<file path="config.mk">
export PLATFORM = sky130hd
export DESIGN_NAME = enemy_bullet_gen_flat
export DESIGN_NICKNAME = d
export VERILOG_FILES = /design/src/rtl/enemy_bullet_gen_if.sv /design/src/rtl/enemy_bullet_gen.sv /design/src/flat_wrapper.sv
export SDC_FILE = /design/constraint.sdc
export NUM_CORES = 1
export LEC_CHECK = 0
export CAP_MARGIN = 0
export CORE_ASPECT_RATIO = 0.9
export CORE_UTILIZATION = 49
export DETAILED_ROUTE_END_ITERATION = 12
export PLACE_DENSITY = 0.92
export SETUP_SLACK_MARGIN = 0.4
export SYNTH_ARGS = -nofsm -noshare
export SYNTH_HDL_FRONTEND = slang
export SYNTH_SLANG_ARGS = --single-unit
</file>
<file path="constraint.sdc">
create_clock -name clk -period 2.5 [get_ports clk]
set_clock_uncertainty 0.05 [all_clocks]
set_input_delay 0.375 -clock clk [delete_from_list [all_inputs] [get_ports clk]]
set_output_delay 0.375 -clock clk [all_outputs]
set_load 0.01 [all_outputs]
</file>
<file path="src/rtl/enemy_bullet_gen_if.sv">
// Enemy-bullet link: enemy position/strobes in, bullet position and status out.
interface enemy_bullet_gen_if;
    logic       tick;
    logic [9:0] e_x;
    logic [9:0] e_y;
    logic       enemy_en;
    logic       hit;
    logic [9:0] eb_x;
    logic [9:0] eb_y;
    logic       enemy_bullet_en;
    logic [7:0] shot_count;

    modport master (
        input  tick, e_x, e_y, enemy_en, hit,
        output eb_x, eb_y, enemy_bullet_en, shot_count
    );

    modport slave (
        output tick, e_x, e_y, enemy_en, hit,
        input  eb_x, eb_y, enemy_bullet_en, shot_count
    );
endinterface

</file>
<file path="src/rtl/enemy_bullet_gen.sv">
// Spawns a single enemy bullet from the enemy origin and moves it down-screen
// until the player judge reports a hit or it leaves the playfield.
module enemy_bullet_gen #(
    parameter int unsigned SPAWN_DX = 20,
    parameter int unsigned SPAWN_DY = 40,
    parameter int unsigned STEP     = 4,
    parameter int unsigned Y_LIMIT  = 960,
    parameter int unsigned RELOAD   = 60
) (
    input  logic                clk,
    input  logic                rst,
    enemy_bullet_gen_if.master  bus
);

    localparam logic [9:0]  DX      = 10'(SPAWN_DX);
    localparam logic [10:0] DY      = 11'(SPAWN_DY);
    localparam logic [10:0] STEP11  = 11'(STEP);
    localparam logic [10:0] LIMIT11 = 11'(Y_LIMIT);
    localparam logic [7:0]  RLD_M1  = 8'(RELOAD - 1);

    typedef enum logic [1:0] {
        S_IDLE   = 2'd0,
        S_RELOAD = 2'd1,
        S_FLY    = 2'd2
    } state_t;

    state_t      state_q, state_d;
    logic [7:0]  cnt_q, cnt_d;
    logic [9:0]  x_q, x_d;
    logic [9:0]  y_q, y_d;
    logic [7:0]  shot_q, shot_d;

    // 11-bit sums so the limit compare never sees a wrapped coordinate
    logic [10:0] spawn_y;
    logic [10:0] next_y;
    logic        retire;

    assign spawn_y = {1'b0, bus.e_y} + DY;
    assign next_y  = {1'b0, y_q} + STEP11;

    always_ff @(posedge clk or negedge rst) begin
        if (!rst) begin
            state_q <= S_IDLE;
            cnt_q   <= '0;
            x_q     <= '0;
            y_q     <= '0;
            shot_q  <= '0;
        end else begin
            state_q <= state_d;
            cnt_q   <= cnt_d;
            x_q     <= x_d;
            y_q     <= y_d;
            shot_q  <= shot_d;
        end
    end

    always_comb begin
        state_d = state_q;
        cnt_d   = cnt_q;
        x_d     = x_q;
        y_d     = y_q;
        shot_d  = shot_q;
        retire  = 1'b0;

        unique case (state_q)
            S_IDLE: begin
                if (bus.enemy_en) begin
                    cnt_d   = RLD_M1;
                    state_d = S_RELOAD;
                end
            end
            S_RELOAD: begin
                if (!bus.enemy_en) begin
                    state_d = S_IDLE;
                end else if (bus.tick) begin
                    if (cnt_q != '0) begin
                        cnt_d = cnt_q - 8'd1;
                    end else if (spawn_y < LIMIT11) begin
                        x_d     = bus.e_x + DX;
                        y_d     = spawn_y[9:0];
                        shot_d  = shot_q + 8'd1;
                        state_d = S_FLY;
                    end else begin
                        cnt_d = RLD_M1;
                    end
                end
            end
            S_FLY: begin
                // a hit coinciding with an out-of-bounds tick is one retire
                retire = bus.hit || (bus.tick && (next_y >= LIMIT11));
                if (retire) begin
                    cnt_d   = RLD_M1;
                    state_d = bus.enemy_en ? S_RELOAD : S_IDLE;
                end else if (bus.tick) begin
                    y_d = next_y[9:0];
                end
            end
            default: state_d = S_IDLE;
        endcase
    end

    assign bus.eb_x            = x_q;
    assign bus.eb_y            = y_q;
    assign bus.enemy_bullet_en = (state_q == S_FLY);
    assign bus.shot_count      = shot_q;

endmodule

</file>
<file path="src/flat_wrapper.sv">
// flat-port wrapper written by rule: the top's interface ports become plain ports
module enemy_bullet_gen_flat 
#(
    parameter int unsigned SPAWN_DX = 20,
    parameter int unsigned SPAWN_DY = 40,
    parameter int unsigned STEP     = 4,
    parameter int unsigned Y_LIMIT  = 960,
    parameter int unsigned RELOAD   = 60
)
  (clk, rst, bus_tick, bus_e_x, bus_e_y, bus_enemy_en, bus_hit, bus_eb_x, bus_eb_y, bus_enemy_bullet_en, bus_shot_count);
  enemy_bullet_gen_if bus_i ();
  input  logic clk;
  input  logic rst;
  input wire logic [$bits(bus_i.tick)-1:0] bus_tick;
  input wire logic [$bits(bus_i.e_x)-1:0] bus_e_x;
  input wire logic [$bits(bus_i.e_y)-1:0] bus_e_y;
  input wire logic [$bits(bus_i.enemy_en)-1:0] bus_enemy_en;
  input wire logic [$bits(bus_i.hit)-1:0] bus_hit;
  output wire logic [$bits(bus_i.eb_x)-1:0] bus_eb_x;
  output wire logic [$bits(bus_i.eb_y)-1:0] bus_eb_y;
  output wire logic [$bits(bus_i.enemy_bullet_en)-1:0] bus_enemy_bullet_en;
  output wire logic [$bits(bus_i.shot_count)-1:0] bus_shot_count;
  assign bus_i.tick = bus_tick;
  assign bus_i.e_x = bus_e_x;
  assign bus_i.e_y = bus_e_y;
  assign bus_i.enemy_en = bus_enemy_en;
  assign bus_i.hit = bus_hit;
  assign bus_eb_x = bus_i.eb_x;
  assign bus_eb_y = bus_i.eb_y;
  assign bus_enemy_bullet_en = bus_i.enemy_bullet_en;
  assign bus_shot_count = bus_i.shot_count;
  enemy_bullet_gen #(.SPAWN_DX(SPAWN_DX), .SPAWN_DY(SPAWN_DY), .STEP(STEP), .Y_LIMIT(Y_LIMIT), .RELOAD(RELOAD)) u_core (.clk(clk), .rst(rst), .bus(bus_i));
endmodule
</file>
Yosys cells after proc, flatten, opt, wreduce, memory -nomap -nowiden --
Index checks and enable logic that the tools add are counted. W data, S select, Z words.
Operators by class: add/sub/neg operators 5, order comparisons 2, eq/ne operators 14, multiplexer cells 22, bitwise operators 1, reductions and logical operators 10
Operators by type and width (number):
- $mux W10 | 6
- $mux W8 | 6
- $pmux W8 S3 | 1
- $pmux W10 S2 | 1
- $mux W2 | 6
- $ne A2 B2 Y1 const B | 6
- $add A10 B3 Y11 const B | 1
- $add A10 B6 Y11 const B | 1
- $ge A11 B10 Y1 const B | 1
- $lt A11 B10 Y1 const B | 1
- $add A10 B5 Y10 const B | 1
- $reduce_and A5 Y1 | 2
- $add A8 B1 Y8 const B | 1
- $reduce_bool A8 Y1 | 1
- $sub A8 B1 Y8 const B | 1
- $reduce_and A7 Y1 | 1
- $ne A3 B2 Y1 const B | 2
- $ne A3 B3 Y1 const B | 2
- $pmux W2 S3 | 1
- $reduce_and A6 Y1 | 1
- $ne A2 B1 Y1 const B | 2
- $reduce_bool A3 Y1 | 1
- $eq A2 B1 Y1 const B | 1
- $eq A2 B2 Y1 const B | 1
- other kinds (6) | 6
Word-level totals: flip-flop bits (word level) 38, word-level logic and storage cells 59

Depth between registers and ports, before layout --
Gate-level depths: netlist of run 1.
depth in word-level cells 7, mapped depth 9, mapped depth without buffers 7

Worst setup path before layout of run 1 --
No wires, ideal clock.
path kind reg2reg, start point register u_core.y_q[2], in the netlist u_core.bus.eb_y[2], end point register u_core.y_q[2], in the netlist u_core.bus.eb_y[2], library setup time 131 ps, arrival 1935 ps, data required time 2319 ps, path slack 385 ps, cell stages (with the launch flop) 9, cells stage by stage dfrtp_1 -> ha_1 -> and3_1 -> a311oi_1 -> a21o_2 -> o221ai_2 -> buf_2 -> o21ai_0 -> o31ai_1
On the way: longest elaborated chain between the ends 6, elaborated cells on any way between the ends 9
RTL lines:
- start, declared | RTL line enemy_bullet_gen.sv:30 | logic [9:0] y_q, y_d;
- start signal, assigned | RTL line enemy_bullet_gen.sv:52 | y_q <= y_d;
- $add A10 B3 Y11 * | RTL line enemy_bullet_gen.sv:39 | assign next_y = {1'b0, y_q} + STEP11;
- $ge A11 B10 Y1 | RTL line enemy_bullet_gen.sv:90 | retire = bus.hit || (bus.tick && (next_y >= LIMIT11));
- $logic_and A1 B1 Y1 | RTL line enemy_bullet_gen.sv:90
- $logic_or A1 B1 Y1 | RTL line enemy_bullet_gen.sv:90
- $ne A2 B2 Y1 (no line)
- $reduce_and A7 Y1 (no line)
Mark *: on every way between the ends. The rest lies on a longest branch, timed or not. The select of a mux whose other input is x is not followed. A chain may end at the register's enable or synchronous reset.

Worst setup path in the final report of run 1 --
start point register u_core.y_q[2], in the netlist u_core.bus.eb_y[2], end point register u_core.y_q[6], in the netlist u_core.bus.eb_y[6]
Same word-level chain as after synthesis.

==> impl_metrics.env, run 1 <==
export IMPL_synth_distinct_cells=50
export IMPL_max_freq_ghz=0.4869
export IMPL_drv_cap=0
export IMPL_dieArea_um2=4590
export IMPL_hpwl_mm=3.641
export IMPL_yosys_top_cells_area="dfrtp_1, xnor2_1, a21oi_1, nor2_1, ha_1"
export IMPL_antenna_found_initial=0
export IMPL_finalSetupViolCount=0
export IMPL_worst_slew_pin_slew_ps=843.4
export IMPL_drt_pass1_iter_count=4
export IMPL_finalPower_mw=1.570
export IMPL_row_count=22
export IMPL_synth_area_per_cell_um2=10.04
export IMPL_synth_area_um2=2118
export IMPL_port_buffers=53
export IMPL_grt_pass1_wl_mm=9.135
export IMPL_gr_total_overflow=0
export IMPL_reg2regPathDepth=8
export IMPL_die_w_um=71.31
export IMPL_core_area_um2=4101
export IMPL_crit_type="register to register"
export IMPL_slew_limit_headroom_pct=43.78
export IMPL_p_leak_nw=1.344
export IMPL_cp_max_fo=8
export IMPL_critPathLaunch="u_core.bus.eb_y[2]"
export IMPL_wl_per_cell_um=16.44
export IMPL_arrival_ps=2170
export IMPL_tritoncts="built"
export IMPL_syn2layout_area_growth_pct=44.48
export IMPL_diodes=0
export IMPL_ys_warn_count=0
export IMPL_nFillCells=274
export IMPL_cts_htree_levels=2
export IMPL_drt_iter0_markers=182
export IMPL_worstSetupEndpoint="u_core.bus.eb_y[6]"
export IMPL_tns_ps=0
export IMPL_ff2ff_setup_slack_ps=450
export IMPL_rr_startpoint="u_core.bus.eb_y[2]"
export IMPL_ys_seq_area_share_pct=44.89
export IMPL_postLayoutCoreUtil_pct=74.62
export IMPL_vias=1966
export IMPL_endpoint_kind="register"
export IMPL_clock_latency_ps=290
export IMPL_clk_pin_slew_worst_paths_ps=70
export IMPL_fp_dieH_um=64.38
export IMPL_layout_common_cells="clkdlybuf4s50_1, dfrtp_1, nor2_1"
export IMPL_r2r_end="u_core.bus.eb_y[6]"
export IMPL_grt_max_degree=39
export IMPL_yosys_area_top_type="dfrtp_1"
export IMPL_synth_edf_count=0
export IMPL_p_per_area_nw_per_um2=513.1
export IMPL_status="complete, no violations"
export IMPL_yosysTopAreaCellShare_pct=44.89
export IMPL_top_layer_used="met4"
export IMPL_met2WireLength_mm=2.754
export IMPL_via_per_inst=5.817
export IMPL_drive_above_1_share_pct=20.34
export IMPL_wirelength_mm=5.557
export IMPL_final_antenna_net_count=0
export IMPL_grt_use_total_pct=26.18
export IMPL_finalCritPeriodShare_pct=82.16
export IMPL_nets=321
export IMPL_period_needed_ps=2054
export IMPL_cts_made_buffers=5
export IMPL_ys_flop_type="dfrtp_1"
export IMPL_syn_nets=242
export IMPL_grt_pass1_vias=1980
export IMPL_cts_root_buf="clkbuf_8"
export IMPL_initial_core_util_pct=51.65
export IMPL_register_area_um2=954.7
export IMPL_ys_async_sr_fraction_pct=100.0
export IMPL_maxSlewViolCount=0
export IMPL_met3_length_um=309
export IMPL_gp_congestion=0.8865
export IMPL_multi_input_area_um2=1216
export IMPL_finalHoldViolations=0
export IMPL_vdd_drop_max_mv=0.5799
export IMPL_cp_required_ps=2620
export IMPL_min_path_type="input port to asynchronous set/reset pin"
export IMPL_start_kind="register"
export IMPL_drcViolationCount=0
export IMPL_layout_commonest_cell="clkdlybuf4s50_1"
export IMPL_drt_met1_wl_mm=2.312
export IMPL_hold_slack_ps=132.8
export IMPL_cts_sinks=38
export IMPL_ys_ff_latch=38
export IMPL_setup_ws_ps=446.0
export IMPL_syn_inst=211
export IMPL_pre_cts_slack_ps=-113.8
export IMPL_clock_path_buffers=2
export IMPL_io_pins=54
export IMPL_rsz0062_at_grt="true"
[cells in the mapped netlist, types with 3 or more instances]
master	instances
mux2_2	5
a31oi_1	4
xor2_1	8
nand3_1	7
nor2_1	22
dfrtp_1	38
mux2_1	3
nor3_1	3
o21ai_0	7
xnor2_1	10
o22a_1	5
nand4_1	4
a21oi_1	17
o21ai_1	3
and2_1	5
ha_1	6
inv_1	4
nand2_1	13
and3_1	5
[through the flow]
step / instance area (um^2) / cells
final: 3060 / 338
after global routing: 3060 / 338
after CTS: 2997 / 336
after detailed placement: 2785 / 320
after global placement: 2785 / 320
after floorplan: 2122 / 211
[per-layer routing]
metal	track usage, %	up-vias
met5	0	-
met4	13.75	0
met3	5.363	21
met2	42.14	74
met1	33.20	946
li1	-	925
[flip-flops by register name, indices dropped and copies added (netlist names)]
name,flops
u_core.state_q,2
u_core.cnt_q,8
u_core.bus.shot_count,8
u_core.bus.eb_x,10
u_core.bus.eb_y,10
[critical path, stage by stage (launching register included)]
cell and delay, ps:
dfrtp_2 430, ha_4 180, and3_4 200, a311oi_2 220
a21o_2 270, o221ai_4 140, buf_6 170, o21ai_1 160
o21ai_1 110
[layout make-up]
class	instances	area share [%]
repair buffers	77	23.83
flip-flops and latches	38	31.19
clock buffers	6	2.371
well taps	48	1.962
clock inverters	1	0.2453
multi-input cells	163	39.74
inverters	5	0.6541
[cells by family after synthesis]
group	after synthesis	synth area share, %
simple gates	75	18.96
compound gates	53	17.19
flops	38	44.89
xor+xnor	18	7.442
buf+inv	11	2.775
mux	10	5.198
fa+ha+maj	6	3.544
[worst min path at each step]
| stage | slack [ps] | start | to |
|---|---|---|---|
| after floorplan | 30 | rst | u_core.bus.eb_x[0] |
| after global placement | 410 | u_core.bus.shot_count[7] | u_core.bus.shot_count[7] |
| after detailed placement | 420 | u_core.bus.shot_count[7] | u_core.bus.shot_count[7] |
| after CTS | 150 | rst | u_core.cnt_q[3] |
| after global routing | 200 | rst | u_core.bus.shot_count[4] |
| final | 130 | rst | u_core.bus.shot_count[3] |
[report_power, final]
part	switching, mW	leakage [nW]	internal [mW]	total [mW]
sequential	0.0861	0.479	0.672	0.758
combinational	0.180	0.828	0.233	0.414
clock	0.207	0.0373	0.191	0.398
total	0.474	1.34	1.10	1.57
[repair_timing]
| item | 4_1_cts | 5_1_grt |
|---|---|---|
| hold buffers | 0 | 0 |
| pin swaps | 6 | 6 |
| gates cloned | 1 | 0 |
| buffers inserted | 8 | 2 |
| gates resized for setup | 16 | 12 |
| setup endpoints to repair | 34 | 35 |
(Power assumes the default switching activity.)
==> run 2, diff against run 1 <==
==> constraint.sdc (replaced) <==
create_clock -name clk -period 1.9 [get_ports clk]
set_clock_uncertainty 0.05 [all_clocks]
set_input_delay 0.285 -clock clk [delete_from_list [all_inputs] [get_ports clk]]
set_output_delay 0.285 -clock clk [all_outputs]
set_load 0.01 [all_outputs]
==> impl_metrics.env, run 2 (synthesis results as in run 1) <==
export IMPL_use_met3_pct=7.571
export IMPL_status="finished, violations left"
export IMPL_period_needed_ps=2234
export IMPL_drcViolationCount=4
export IMPL_endpoint_kind="register"
export IMPL_maxSlewViolCount=0
export IMPL_fin_cells=379
export IMPL_drt_iter0_markers=216
export IMPL_postLayoutCoreUtil_pct=85.57
export IMPL_finalHoldViolations=0
export IMPL_cp_required_ps=2060
export IMPL_min_path_type="input port to asynchronous set/reset pin"
export IMPL_drv_cap=0
export IMPL_antenna_found_initial=0
export IMPL_die_w_um=71.31
export IMPL_layout_commonest_cell="buf_4"
export IMPL_drt_pass1_iter_count=10
export IMPL_initial_core_util_pct=51.65
export IMPL_grt_pass1_wl_mm=10.34
export IMPL_cts_sinks=38
export IMPL_cp_max_fo=5
export IMPL_arrival_ps=2390
export IMPL_fp_dieH_um=64.38
export IMPL_clock_latency_ps=310
export IMPL_met1_usage_pct=35.73
export IMPL_tns_ps=-7926
export IMPL_wirelength_mm=8.096
export IMPL_wl_per_cell_um=21.36
export IMPL_grt_busiest_layer="met2"
export IMPL_start_kind="register"
export IMPL_cts_made_buffers=5
export IMPL_max_freq_ghz=0.4476
export IMPL_tritoncts="built"
export IMPL_grt_max_degree=21
export IMPL_reg2regPathDepth=8
export IMPL_slew_limit_headroom_pct=69.87
export IMPL_worstSetupEndpoint="u_core.bus.eb_x[8]"
export IMPL_io_pins=54
export IMPL_cts_htree_levels=2
export IMPL_port_buffers=53
export IMPL_grt_use_total_pct=30.04
export IMPL_hold_slack_ps=381.5
export IMPL_rsz0062_at_grt="true"
export IMPL_placed_cells=350
export IMPL_dieArea_um2=4590
export IMPL_row_count=22
export IMPL_worst_slew_pin_slew_ps=450.9
export IMPL_setup_ws_ps=-334.3
export IMPL_drive_above_1_share_pct=35.65
export IMPL_clock_path_buffers=2
export IMPL_finalPower_mw=2.293
export IMPL_vias=2402
export IMPL_crit_type="register to register"
export IMPL_gp_congestion=0.8978
export IMPL_gr_total_overflow=0
export IMPL_p_per_area_nw_per_um2=653.5
export IMPL_syn2layout_area_growth_pct=65.68
export IMPL_diodes=0
export IMPL_grt_pass1_vias=2194
export IMPL_via_per_inst=6.338
export IMPL_vdd_drop_max_mv=0.7297
export IMPL_violations="design-rule violations, negative setup slack"
export IMPL_finalCritPeriodShare_pct=117.6
export IMPL_grtUsageMet2_pct=52.02
export IMPL_core_area_um2=4101
export IMPL_clk_pin_slew_worst_paths_ps=90
export IMPL_cts_root_buf="clkbuf_8"
export IMPL_critPathLaunch="u_core.cnt_q[7]"
export IMPL_hpwl_mm=4.099
export IMPL_layout_common_cells="buf_4, dfrtp_1, dlygate4sd2_1"
export IMPL_finalSetupViolCount=38
export IMPL_r2r_end="u_core.bus.eb_x[8]"
export IMPL_nets=361
export IMPL_p_leak_nw=1.670
export IMPL_final_antenna_net_count=0
export IMPL_ff2ff_setup_slack_ps=-330
export IMPL_rr_startpoint="u_core.cnt_q[7]"
-- run 2: changes by cell type in the layout (fill, tap and decap cells not counted), moves of 4 or more --
cell	delta
clkdlybuf4s15_1	+4
mux2_2	-5
buf_4	+32
o21ai_2	+4
a21oi_1	-4
dlygate4sd2_1	+23
mux2_4	+8
buf_6	+6
clkdlybuf4s50_1	-28
-- run 2: metal layers --
| metal | vias to the layer above | wire length (um) |
|---|---|---|
| met3 | 55 | 636 |
| met1 | 1148 | 2901 |
| met2 | 179 | 3964 |
| met5 | - | 0 |
| met4 | 0 | 594 |
| li1 | 1020 | - |
-- run 2: cell type report --
class                   instances  area (um^2)
clock inverters                 3        21.27
repair buffers                118         1071
fillers                       208        591.8
inverters                       5        18.77
multi-input cells             162         1315
well taps                      48        60.06
clock buffers                   5        68.82
flip-flops and latches         38        954.7
-- run 2: report_power, final --
group	total [mW]	leakage [nW]	internal (mW)	switching, mW
registers	0.963	0.478	0.883	0.0800
logic	0.744	1.15	0.392	0.352
clock network	0.586	0.0441	0.258	0.328
-- run 2: critical path, cell delays in order, from the launching register on --
cell and delay, ps:
dfrtp_1 430, nor4_4 320, nand3_2 220, nor3_4 290, and3_4 290, clkbuf_16 170
buf_4 130, nor2_1 40, a21oi_1 210
-- run 2: metrics by stage --
| step | setup slack (ps) | area [um^2] |
|---|---|---|
| final | -334.3 | 3510 |
| after global routing | -323.9 | 3510 |
| after CTS | -188.4 | 3297 |
| after detailed placement | -658.2 | 3084 |
| after global placement | -557.4 | 3084 |
| after floorplan | -72.75 | 2193 |
-- run 2: worst min-delay path by stage --
stage	from	end	slack, ps	depth (start not counted)
floorplan	rst	u_core.bus.eb_x[0]	-60	0
global placement	rst	u_core.bus.shot_count[7]	180	1
detailed placement	rst	u_core.bus.shot_count[7]	180	1
CTS	rst	u_core.cnt_q[3]	390	2
global route	rst	u_core.bus.shot_count[7]	430	2
finish	rst	u_core.bus.shot_count[6]	380	2
-- run 2: timing repair --
item,in CTS,in global routing
endpoints found under the hold margin,16,0
setup endpoints to repair,67,42
gates cloned,0,2
buffers inserted,13,5
pin swaps,7,8
gates resized for setup,48,36
hold buffers,1,0
